**src/rtl/fetch_pkg.sv**
```systemverilog
// Shared types for the instruction fetch controller: FSM states, fetch-buffer entry
// layout and alignment helper.
package fetch_pkg;

   typedef enum logic [2:0] {
      IDLE,
      REQ,
      WAIT_SPACE,
      FLUSH,
      HALT
   } fetch_state_e;

   localparam int INSTR_BYTES   = 4;
   localparam int FETCH_PC_W    = 64;
   localparam int FETCH_INSTR_W = 32;

   // Entry is sized for the widest supported configuration; narrower builds zero-extend.
   typedef struct packed {
      logic [FETCH_PC_W-1:0]    pc;
      logic [FETCH_INSTR_W-1:0] instr;
   } fetch_entry_t;

   function automatic logic is_word_aligned(input logic [1:0] addr_lsb);
      return addr_lsb == 2'b00;
   endfunction

endpackage

```
**src/rtl/fetch_fifo.sv**
```systemverilog
// Small power-of-two FIFO holding fetched instructions; synchronous clear has
// priority over push and pop.
module fetch_fifo #(
   parameter int DEPTH = 2,
   parameter int WIDTH = 96,
   localparam int PTR_W = $clog2(DEPTH),
   localparam int CNT_W = PTR_W + 1
) (
   input  logic             clk,
   input  logic             rst_n,
   input  logic             clr,
   input  logic             push,
   input  logic             pop,
   input  logic [WIDTH-1:0] din,
   output logic [WIDTH-1:0] dout,
   output logic             full,
   output logic             empty,
   output logic [CNT_W-1:0] count
);

   logic [WIDTH-1:0] mem_q [DEPTH];
   logic [WIDTH-1:0] mem_d [DEPTH];
   logic [PTR_W-1:0] wr_ptr_q, wr_ptr_d;
   logic [PTR_W-1:0] rd_ptr_q, rd_ptr_d;
   logic [CNT_W-1:0] count_q, count_d;
   logic             do_push, do_pop;

   assign full    = (count_q == CNT_W'(DEPTH));
   assign empty   = (count_q == '0);
   assign count   = count_q;
   assign dout    = mem_q[rd_ptr_q];
   assign do_push = push && !full;
   assign do_pop  = pop && !empty;

   always_comb begin
      mem_d    = mem_q;
      wr_ptr_d = wr_ptr_q;
      rd_ptr_d = rd_ptr_q;
      count_d  = count_q;
      if (clr) begin
         wr_ptr_d = '0;
         rd_ptr_d = '0;
         count_d  = '0;
      end else begin
         if (do_push) begin
            mem_d[wr_ptr_q] = din;
            wr_ptr_d        = wr_ptr_q + PTR_W'(1);
         end
         if (do_pop) begin
            rd_ptr_d = rd_ptr_q + PTR_W'(1);
         end
         case ({do_push, do_pop})
            2'b10:   count_d = count_q + CNT_W'(1);
            2'b01:   count_d = count_q - CNT_W'(1);
            default: count_d = count_q;
         endcase
      end
   end

   always_ff @(posedge clk or negedge rst_n) begin
      if (!rst_n) begin
         for (int i = 0; i < DEPTH; i++) begin
            mem_q[i] <= '0;
         end
         wr_ptr_q <= '0;
         rd_ptr_q <= '0;
         count_q  <= '0;
      end else begin
         mem_q    <= mem_d;
         wr_ptr_q <= wr_ptr_d;
         rd_ptr_q <= rd_ptr_d;
         count_q  <= count_d;
      end
   end

endmodule

```
**src/rtl/instruction_fetch_controller.sv**
```systemverilog
// Fetch-stage sequencer: owns the PC, issues one outstanding imem request at a time,
// buffers responses for decode and handles branch redirects and misaligned targets.
//
// state      | meaning
// -----------+-------------------------------------------------------------
// IDLE       | just out of reset, no request yet
// REQ        | request for PC outstanding on imemReq/imemAddr
// WAIT_SPACE | buffer full, no request until decode pops
// FLUSH      | old request still in flight, its response will be dropped
// HALT       | misaligned redirect seen, fetch stopped until aligned redirect
module instruction_fetch_controller
   import fetch_pkg::*;
#(
   parameter int                  PC_WIDTH    = 64,
   parameter int                  INSTR_WIDTH = 32,
   parameter logic [PC_WIDTH-1:0] RESET_PC    = '0,
   parameter int                  FIFO_DEPTH  = 2
) (
   input  logic                   clk,
   input  logic                   rst_n,
   output logic                   imemReq,
   output logic [PC_WIDTH-1:0]    imemAddr,
   input  logic                   imemAck,
   input  logic [INSTR_WIDTH-1:0] imemData,
   input  logic                   redirectValid,
   input  logic [PC_WIDTH-1:0]    redirectTarget,
   output logic                   fetchValid,
   output logic [INSTR_WIDTH-1:0] fetchInstr,
   output logic [PC_WIDTH-1:0]    fetchPC,
   input  logic                   fetchReady,
   output logic                   fetchFault
);

   localparam int ENTRY_W = $bits(fetch_entry_t);
   localparam int CNT_W   = $clog2(FIFO_DEPTH) + 1;

   fetch_state_e        state_q, state_d;
   logic [PC_WIDTH-1:0] pc_q, pc_d;
   logic [PC_WIDTH-1:0] flush_addr_q, flush_addr_d;
   logic                fault_q, fault_d;

   logic                fifo_clr, fifo_push, fifo_pop;
   logic                fifo_full, fifo_empty;
   logic [CNT_W-1:0]    fifo_count, count_if_push;
   fetch_entry_t        push_entry, head_entry;
   logic                req_outstanding, target_aligned;

   assign req_outstanding = (state_q == REQ) || (state_q == FLUSH);
   assign target_aligned  = is_word_aligned(redirectTarget[1:0]);

   assign imemReq    = req_outstanding;
   assign imemAddr   = (state_q == FLUSH) ? flush_addr_q : pc_q;
   assign fetchFault = fault_q;

   assign fetchValid = !fifo_empty;
   assign fifo_pop   = fetchValid && fetchReady;
   assign fetchInstr = fetchValid ? head_entry.instr[INSTR_WIDTH-1:0] : '0;
   assign fetchPC    = fetchValid ? head_entry.pc[PC_WIDTH-1:0] : '0;

   assign push_entry.pc    = FETCH_PC_W'(pc_q);
   assign push_entry.instr = FETCH_INSTR_W'(imemData);

   // Occupancy at the end of this cycle if the current ack gets pushed.
   assign count_if_push = fifo_count + CNT_W'(1) - CNT_W'(fifo_pop);

   always_comb begin
      state_d      = state_q;
      pc_d         = pc_q;
      flush_addr_d = flush_addr_q;
      fault_d      = fault_q;
      fifo_clr     = 1'b0;
      fifo_push    = 1'b0;

      if (redirectValid) begin
         fifo_clr = 1'b1;
         if (target_aligned) begin
            pc_d    = redirectTarget;
            fault_d = 1'b0;
         end else begin
            fault_d = 1'b1;
         end
         // An unacked request keeps its address on the bus until the memory answers.
         if (req_outstanding && !imemAck) begin
            state_d = FLUSH;
            if (state_q == REQ) begin
               flush_addr_d = pc_q;
            end
         end else begin
            state_d = target_aligned ? REQ : HALT;
         end
      end else begin
         case (state_q)
            IDLE: begin
               state_d = REQ;
            end
            REQ: begin
               if (imemAck) begin
                  fifo_push = !fifo_full;
                  pc_d      = pc_q + PC_WIDTH'(INSTR_BYTES);
                  state_d   = (count_if_push < CNT_W'(FIFO_DEPTH)) ? REQ : WAIT_SPACE;
               end
            end
            WAIT_SPACE: begin
               if (fifo_pop) begin
                  state_d = REQ;
               end
            end
            FLUSH: begin
               if (imemAck) begin
                  state_d = fault_q ? HALT : REQ;
               end
            end
            HALT: begin
               state_d = HALT;
            end
            default: begin
               state_d = IDLE;
            end
         endcase
      end
   end

   always_ff @(posedge clk or negedge rst_n) begin
      if (!rst_n) begin
         state_q      <= IDLE;
         pc_q         <= RESET_PC;
         flush_addr_q <= RESET_PC;
         fault_q      <= 1'b0;
      end else begin
         state_q      <= state_d;
         pc_q         <= pc_d;
         flush_addr_q <= flush_addr_d;
         fault_q      <= fault_d;
      end
   end

   fetch_fifo #(
      .DEPTH (FIFO_DEPTH),
      .WIDTH (ENTRY_W)
   ) u_fetch_fifo (
      .clk   (clk),
      .rst_n (rst_n),
      .clr   (fifo_clr),
      .push  (fifo_push),
      .pop   (fifo_pop),
      .din   (push_entry),
      .dout  (head_entry),
      .full  (fifo_full),
      .empty (fifo_empty),
      .count (fifo_count)
   );

endmodule

```
**config.mk**
```make
export PLATFORM = sky130hd
export DESIGN_NAME = instruction_fetch_controller
export DESIGN_NICKNAME = d
export VERILOG_FILES = /design/src/rtl/fetch_pkg.sv /design/src/rtl/fetch_fifo.sv /design/src/rtl/instruction_fetch_controller.sv
export SDC_FILE = /design/constraint.sdc
export NUM_CORES = 1
export LEC_CHECK = 0
export BUFFER_PORTS_ARGS = -buffer_cell sky130_fd_sc_hd__buf_2
export CORE_ASPECT_RATIO = 1.75
export CORE_MARGIN = 2
export CORE_UTILIZATION = 57
export DETAILED_ROUTE_END_ITERATION = 10
export HOLD_SLACK_MARGIN = 0.05
export PLACE_DENSITY = 0.89
export SLEW_MARGIN = 40
export SYNTH_ARGS = -nofsm -noshare
export SYNTH_HDL_FRONTEND = slang
export SYNTH_SLANG_ARGS = --single-unit
```
**constraint.sdc**
```tcl
create_clock -name clk -period 2.81 [get_ports clk]
set_input_delay 0.281 -clock clk [delete_from_list [all_inputs] [get_ports clk]]
set_output_delay 0.281 -clock clk [all_outputs]
set_load 0.01 [all_outputs]
```
Yosys cells after proc, flatten, opt, wreduce, memory -nomap -nowiden
Index checks and enable logic that the tools add are counted.

ROM bits: 0. Bits in writable memories: 0. Bits in registers: 328. Output and inout bits: 163. Logic and storage cells: 87. Memories kept: 0. Latch bits: 0. Bits of input ports: 101.

Add/subtract/negate cells: 6. Multiply operators: 0. $lt $le $gt $ge: 4. Eq/ne operators: 11. Bitwise logic cells: 3. Muxes and demuxes: 33. Div/mod/pow operators: 0. Shift operators: 0. Reduce and logical (&&, ||, !) cells: 21.

Operators with widths (count): 64-bit two-way mux (6); 96-bit two-way mux (4); 192-bit bitwise mux (1); 96-bit demux with 1-bit select (1); 64-bit by 3-bit adder with 64-bit output (second input constant) (1); 32-bit two-way mux (1); 3-bit two-way mux (7); 3-bit one-hot mux with 5 select lines (1); 1-bit two-way mux (9); 3-bit inequality test (second input constant) (3); 3-bit AND reduction (3); 2-bit nonzero test (4); 3-bit by 2-bit equality test with 1-bit output (second input constant) (2); 1-bit logical AND (5); 2-bit equality test (second input constant) (2); 2-bit greater-or-equal comparator (second input constant) (2); 2-bit logical NOT (2); 2-bit two-way mux (2); 1-bit NOT with 2-bit output (2); 2-bit one-hot mux with 2 select lines (1); 3-bit by 1-bit equality test with 1-bit output (second input constant) (1); 3-bit equality test (second input constant) (1); 1-bit logical NOT (3); 3-bit logical NOT (1); 12 further kinds (13).

Longest topological paths before layout
Word-level depth: 9. Depth in mapped cells: 8. Mapped depth without buffers: 7.

By module
Synthesis repeated with hierarchy kept, for this count alone.

Cells, all modules: 1425. Area total of the unflattened synthesis: 17048.9 µm².

By module, submodules not included: fetch_fifo (instances 1, seq. area each 4904.7 µm², area an instance 8602.0 µm², cells each 536); instruction_fetch_controller (instances 1, seq. area each 3303.2 µm², area an instance 8446.9 µm², cells each 889).

Least setup slack after synthesis
Ideal clock, no wire load.

Path type: register -> register. Start point: register state_q[1]. End point: register u_fetch_fifo.mem_q[162] (netlist name). Period minus slack after synthesis: 2.297 ns. Cell stages (with the launch flop): 9. Arrival time: 2.172 ns. Setup time: 0.125 ns. Slack: 0.513 ns. Buffers on the path: 3. Required time: 2.685 ns. Cell sequence: dfrtp_1 buf_2 nor4b_1 o22a_1 nand2_1 nor3_2 buf_2 buf_4 mux2_2.

Cells in the longest elaborated chain, start to end: 5.

RTL lines: from (decl) (RTL line instruction_fetch_controller.sv:37) `fetch_state_e state_q, state_d;`; from (signal assigned) (RTL line instruction_fetch_controller.sv:130) `state_q <= state_d;`; 3-bit by 1-bit equality test with 1-bit output (RTL line instruction_fetch_controller.sv:92) `case (state_q)`; 1-bit two-way mux (RTL line instruction_fetch_controller.sv:92); 1-bit two-way mux (RTL line instruction_fetch_controller.sv:74) `if (redirectValid) begin`; 1-bit logical AND (RTL line fetch_fifo.sv:32) `assign do_push = push && !full;`; 2-bit AND reduction (no source line); to (signal assigned) (RTL line fetch_fifo.sv:69) `mem_q <= mem_d;`; to (decl) (RTL line fetch_fifo.sv:21) `logic [WIDTH-1:0] mem_q [DEPTH];`.

No other way between the ends. A chain may end at the register's enable or synchronous reset.

Worst setup path in the final report
Start point: register state_q[0]. End point: output port imemAddr[3].

Cells in the longest elaborated chain, start to end: 2.

RTL lines: 3-bit by 2-bit equality test with 1-bit output (RTL line instruction_fetch_controller.sv:52) `assign imemAddr = (state_q == FLUSH) ? flush_addr_q : pc_q;`; 64-bit two-way mux (RTL line instruction_fetch_controller.sv:52); to (decl) (RTL line instruction_fetch_controller.sv:22) `output logic [PC_WIDTH-1:0] imemAddr,`.

No other way between the ends.

==> results_dict.tcl <==
set metrics [dict create \
    p_sw_w 0.006207 \
    period_minus_slack_ns 2.717 \
    combPwrFrac 0.331 \
    routed_wl_mm 49.44 \
    reg2reg_depth 6 \
    drt_iter0_drc 1271 \
    critPathKind "flop to output pin" \
    syn-cell-area_um2 16790 \
    multi_input_area_um2 7944 \
    setup_violations 0 \
    antenna_found_initial 1 \
    synth-edff-count 0 \
    drc 0 \
    wl_per_cell_um 22.74 \
    avgSynthCellArea_um2 11.24 \
    status "complete, no violations" \
    tightest_slew_ns 0.8851 \
    viasPerCell 6.314 \
    drive_gt1_frac 0.4017 \
    gp_congestion 0.9203 \
    drtAntennaViolNets 0 \
    min_period_over_period 0.9668 \
    path_clk_slew_ns 0.07 \
    ir_worst_vdd_mv 0.6747 \
    die_h_um 231.0 \
    p_clk_frac 0.235 \
    nFillCells 1969 \
    synth_top_area_share 0.4890 \
    hold_path_depth 3 \
    hold_slack_ns 0.05731 \
    rows 83 \
    regArea_um2 8212 \
    yosys.cell_types.count 63 \
    arrival_ns 2.44 \
    clock_sinks 328 \
    grt_usage 0.3132 \
    path_cells "inv_1 -> nor2_1 -> nand2_2 -> buf_4 -> mux2_2 -> buf_2" \
    dieArea_um2 30890 \
    cts_max_path_buffers 3 \
    ys_warn_count 0 \
    htree_levels 1 \
    synth_fp_nets 1598 \
    yosysSeqAreaShare 0.4890 \
    hp-class "input port to flop" \
    switching_share 0.3465 \
    maxCapViolCount 0 \
    start_util 0.5752 \
    timing.rr.start "pc_q[7]" \
    crit_path_max_incr_delay_ns 0.47 \
    leakage_nw 9.410 \
    grt_pass1_wl_mm 76.30 \
    rrSetupSlack_ns 0.15 \
    hold_path.startpoint "redirectTarget[54]" \
    synth_seq_cells 328 \
    fin_skew_ns 0.01569 \
    syn_inst 1494 \
    slowest_stage "buf_4" \
    io_pins 264 \
    clk_latency_ns 0.57 \
    cts_inserted_buffers 29 \
    timing.final.ws_setup_ns 0.09327 \
    pre_cts_ws_ns 0.2519 \
    critPathCaptureType "output pin" \
    p_total_w 0.01791 \
    cts_tree "done" \
    max_freq_ghz 0.3681 \
    nets 1872 \
    tns_ns 0 \
    cp.required_ns 2.53 \
    worst_setup_path_start_kind "flop" \
    timing.rr.end "pc_q[53]" \
    final_util 0.6943 \
    synth_largest_area_cell "dfrtp_1" \
    rsz0062_at_grt "no" \
    relSlewSlack 0.4099 \
    synth.area.top_cells "dfrtp_1 49%, mux2_2 21%, mux2i_1 7.2%" \
    slew_viol_final 0 \
    power_frac_seq 0.434 \
    min_to "pc_q[54]" \
    crit_buf_inv 3 \
    root_buffer "clkbuf_16" \
    internal-power_w 0.01171 \
    grt_overflow 0 \
    die_w_um 133.7 \
    drt-pass1-iter-count 6 \
    core_area_um2 29180 \
    crit_fanout 34 \
    place_hpwl_mm 31.85 \
    grt_max_degree 102 \
    area_delta_synth_final_pct 20.69 \
    vias 13730 \
    cp_top_family "buffers and inverters" \
    ys_async_sr_fraction 1.000 \
    synthFlopType "dfrtp_1" \
    hold_viol_final 0 \
    cellPowerDensity_nw_per_um2 884.1 \
    grt_pass1_vias 14140 \
    port_buffers 263 \
]
-- cell usage after synthesis (8+ instances only) --
cell,number
nor4_1,23
nand2_1,51
dfrtp_1,328
inv_1,10
mux2i_1,120
a211oi_1,10
nand3_1,39
mux2_2,316
nor3_1,29
o21ai_0,23
nand4_1,31
nor2_1,137
a21oi_1,47
and4_1,14
clkbuf_1,95
buf_2,34
o22ai_1,54
and3_1,16
buf_1,11
or4_1,8
-- layout by cell type, fill, tap and decap left out, types with 7 or more instances in the layout --
master and instances:
o21ai_0 23, buf_4 57, o22ai_1 54, clkbuf_16 29
nand4_1 31, or4_1 8, dlygate4sd3_1 63, nand3_1 39
and3_1 16, inv_1 10, clkinv_2 8, nand2_1 49
buf_12 10, dfrtp_1 327, buf_2 262, clkbuf_8 8
nor2_1 136, or3_1 7, and4_1 14, mux2i_1 120
nor4_1 23, nor3_1 29, mux2_2 316, a21oi_1 47
a211oi_1 10
-- routing by layer --
metal  vias up  GRT usage  routed length [um]
met3       234    0.04090                3173
met2       760     0.5409               25010
met1      6768     0.3548               17450
met5         -          0                   0
li1       5964          -                   -
met4         0     0.2241                3811
-- worst reg2reg max path: stages (launching register included) --
cell,delay (ns)
dfrtp_1,0.55
nand3_2,0.27
or4_4,0.63
or3_1,0.48
buf_4,0.21
nor4_1,0.29
a211oi_1,0.09
-- state kept, by name, indices dropped and copies added, names as in the netlist --
signal                 count
flush_addr_q              64
u_fetch_fifo.count         2
state_q                    3
u_fetch_fifo.rd_ptr_q      1
u_fetch_fifo.mem_q       192
u_fetch_fifo.wr_ptr_q      1
pc_q                      64
fetchFault                 1
-- repair_timing --
item,CTS,global route
endpoints found under the hold margin,159,0
buffers inserted,0,0
hold buffers,63,0
resized for setup,0,0
-- cell families (layout without fill, tap and decap cells) --
kind of cell               count (synthesis)  after routing  synth area share
AOI/OAI and AO/OA                        170            170           0.06336
muxes                                    436            436            0.2835
other                                      0              2                 0
DFF                                      328            328            0.4890
adders and majority gates                  3              3          0.002236
and+or+nand+nor                          393            393            0.1193
xor gates and xnor gates                   4              4          0.002087
buffers and inverters                    160            456           0.04047
-- power by group through the flow --
stage               clock network (W)  logic, W  registers (W)
CTS                           0.00425   0.00588        0.00768
global route                  0.00444   0.00634        0.00793
floorplan                           0   0.00427        0.00707
global placement                    0   0.00549        0.00755
detailed placement                  0   0.00574        0.00774
finish                        0.00421   0.00593        0.00777
-- how the worst max path moves through the flow --
stage                                    to  slack, ns        from  cells past startpoint
finish                          imemAddr[3]       0.09  state_q[0]                      6
floorplan           u_fetch_fifo.mem_q[162]       0.51  state_q[1]                      8
detailed placement  u_fetch_fifo.mem_q[162]       0.25  state_q[2]                      6
CTS                             imemAddr[3]       0.11  state_q[0]                      6
global placement                   pc_q[51]       0.33     pc_q[7]                      5
global route                    imemAddr[3]       0.04  state_q[0]                      6
-- area by class of cell --
type,count,area share
timing repair buffer,393,0.1276
inverter,10,0.001853
multi-input combinational,1006,0.3921
clock buffer,39,0.04163
sequential,328,0.4053
tap,382,0.02359
clock inverter,14,0.007658
antenna,2,0.0002470
-- metrics by stage --
step / cell area (um^2) / cells
CTS: 20250 / 2172
detailed placement: 18630 / 2056
global placement: 18630 / 2056
global route: 20260 / 2173
finish: 20260 / 2174
floorplan: 16790 / 1494
Note: power is estimated with default switching activity, not from simulation.
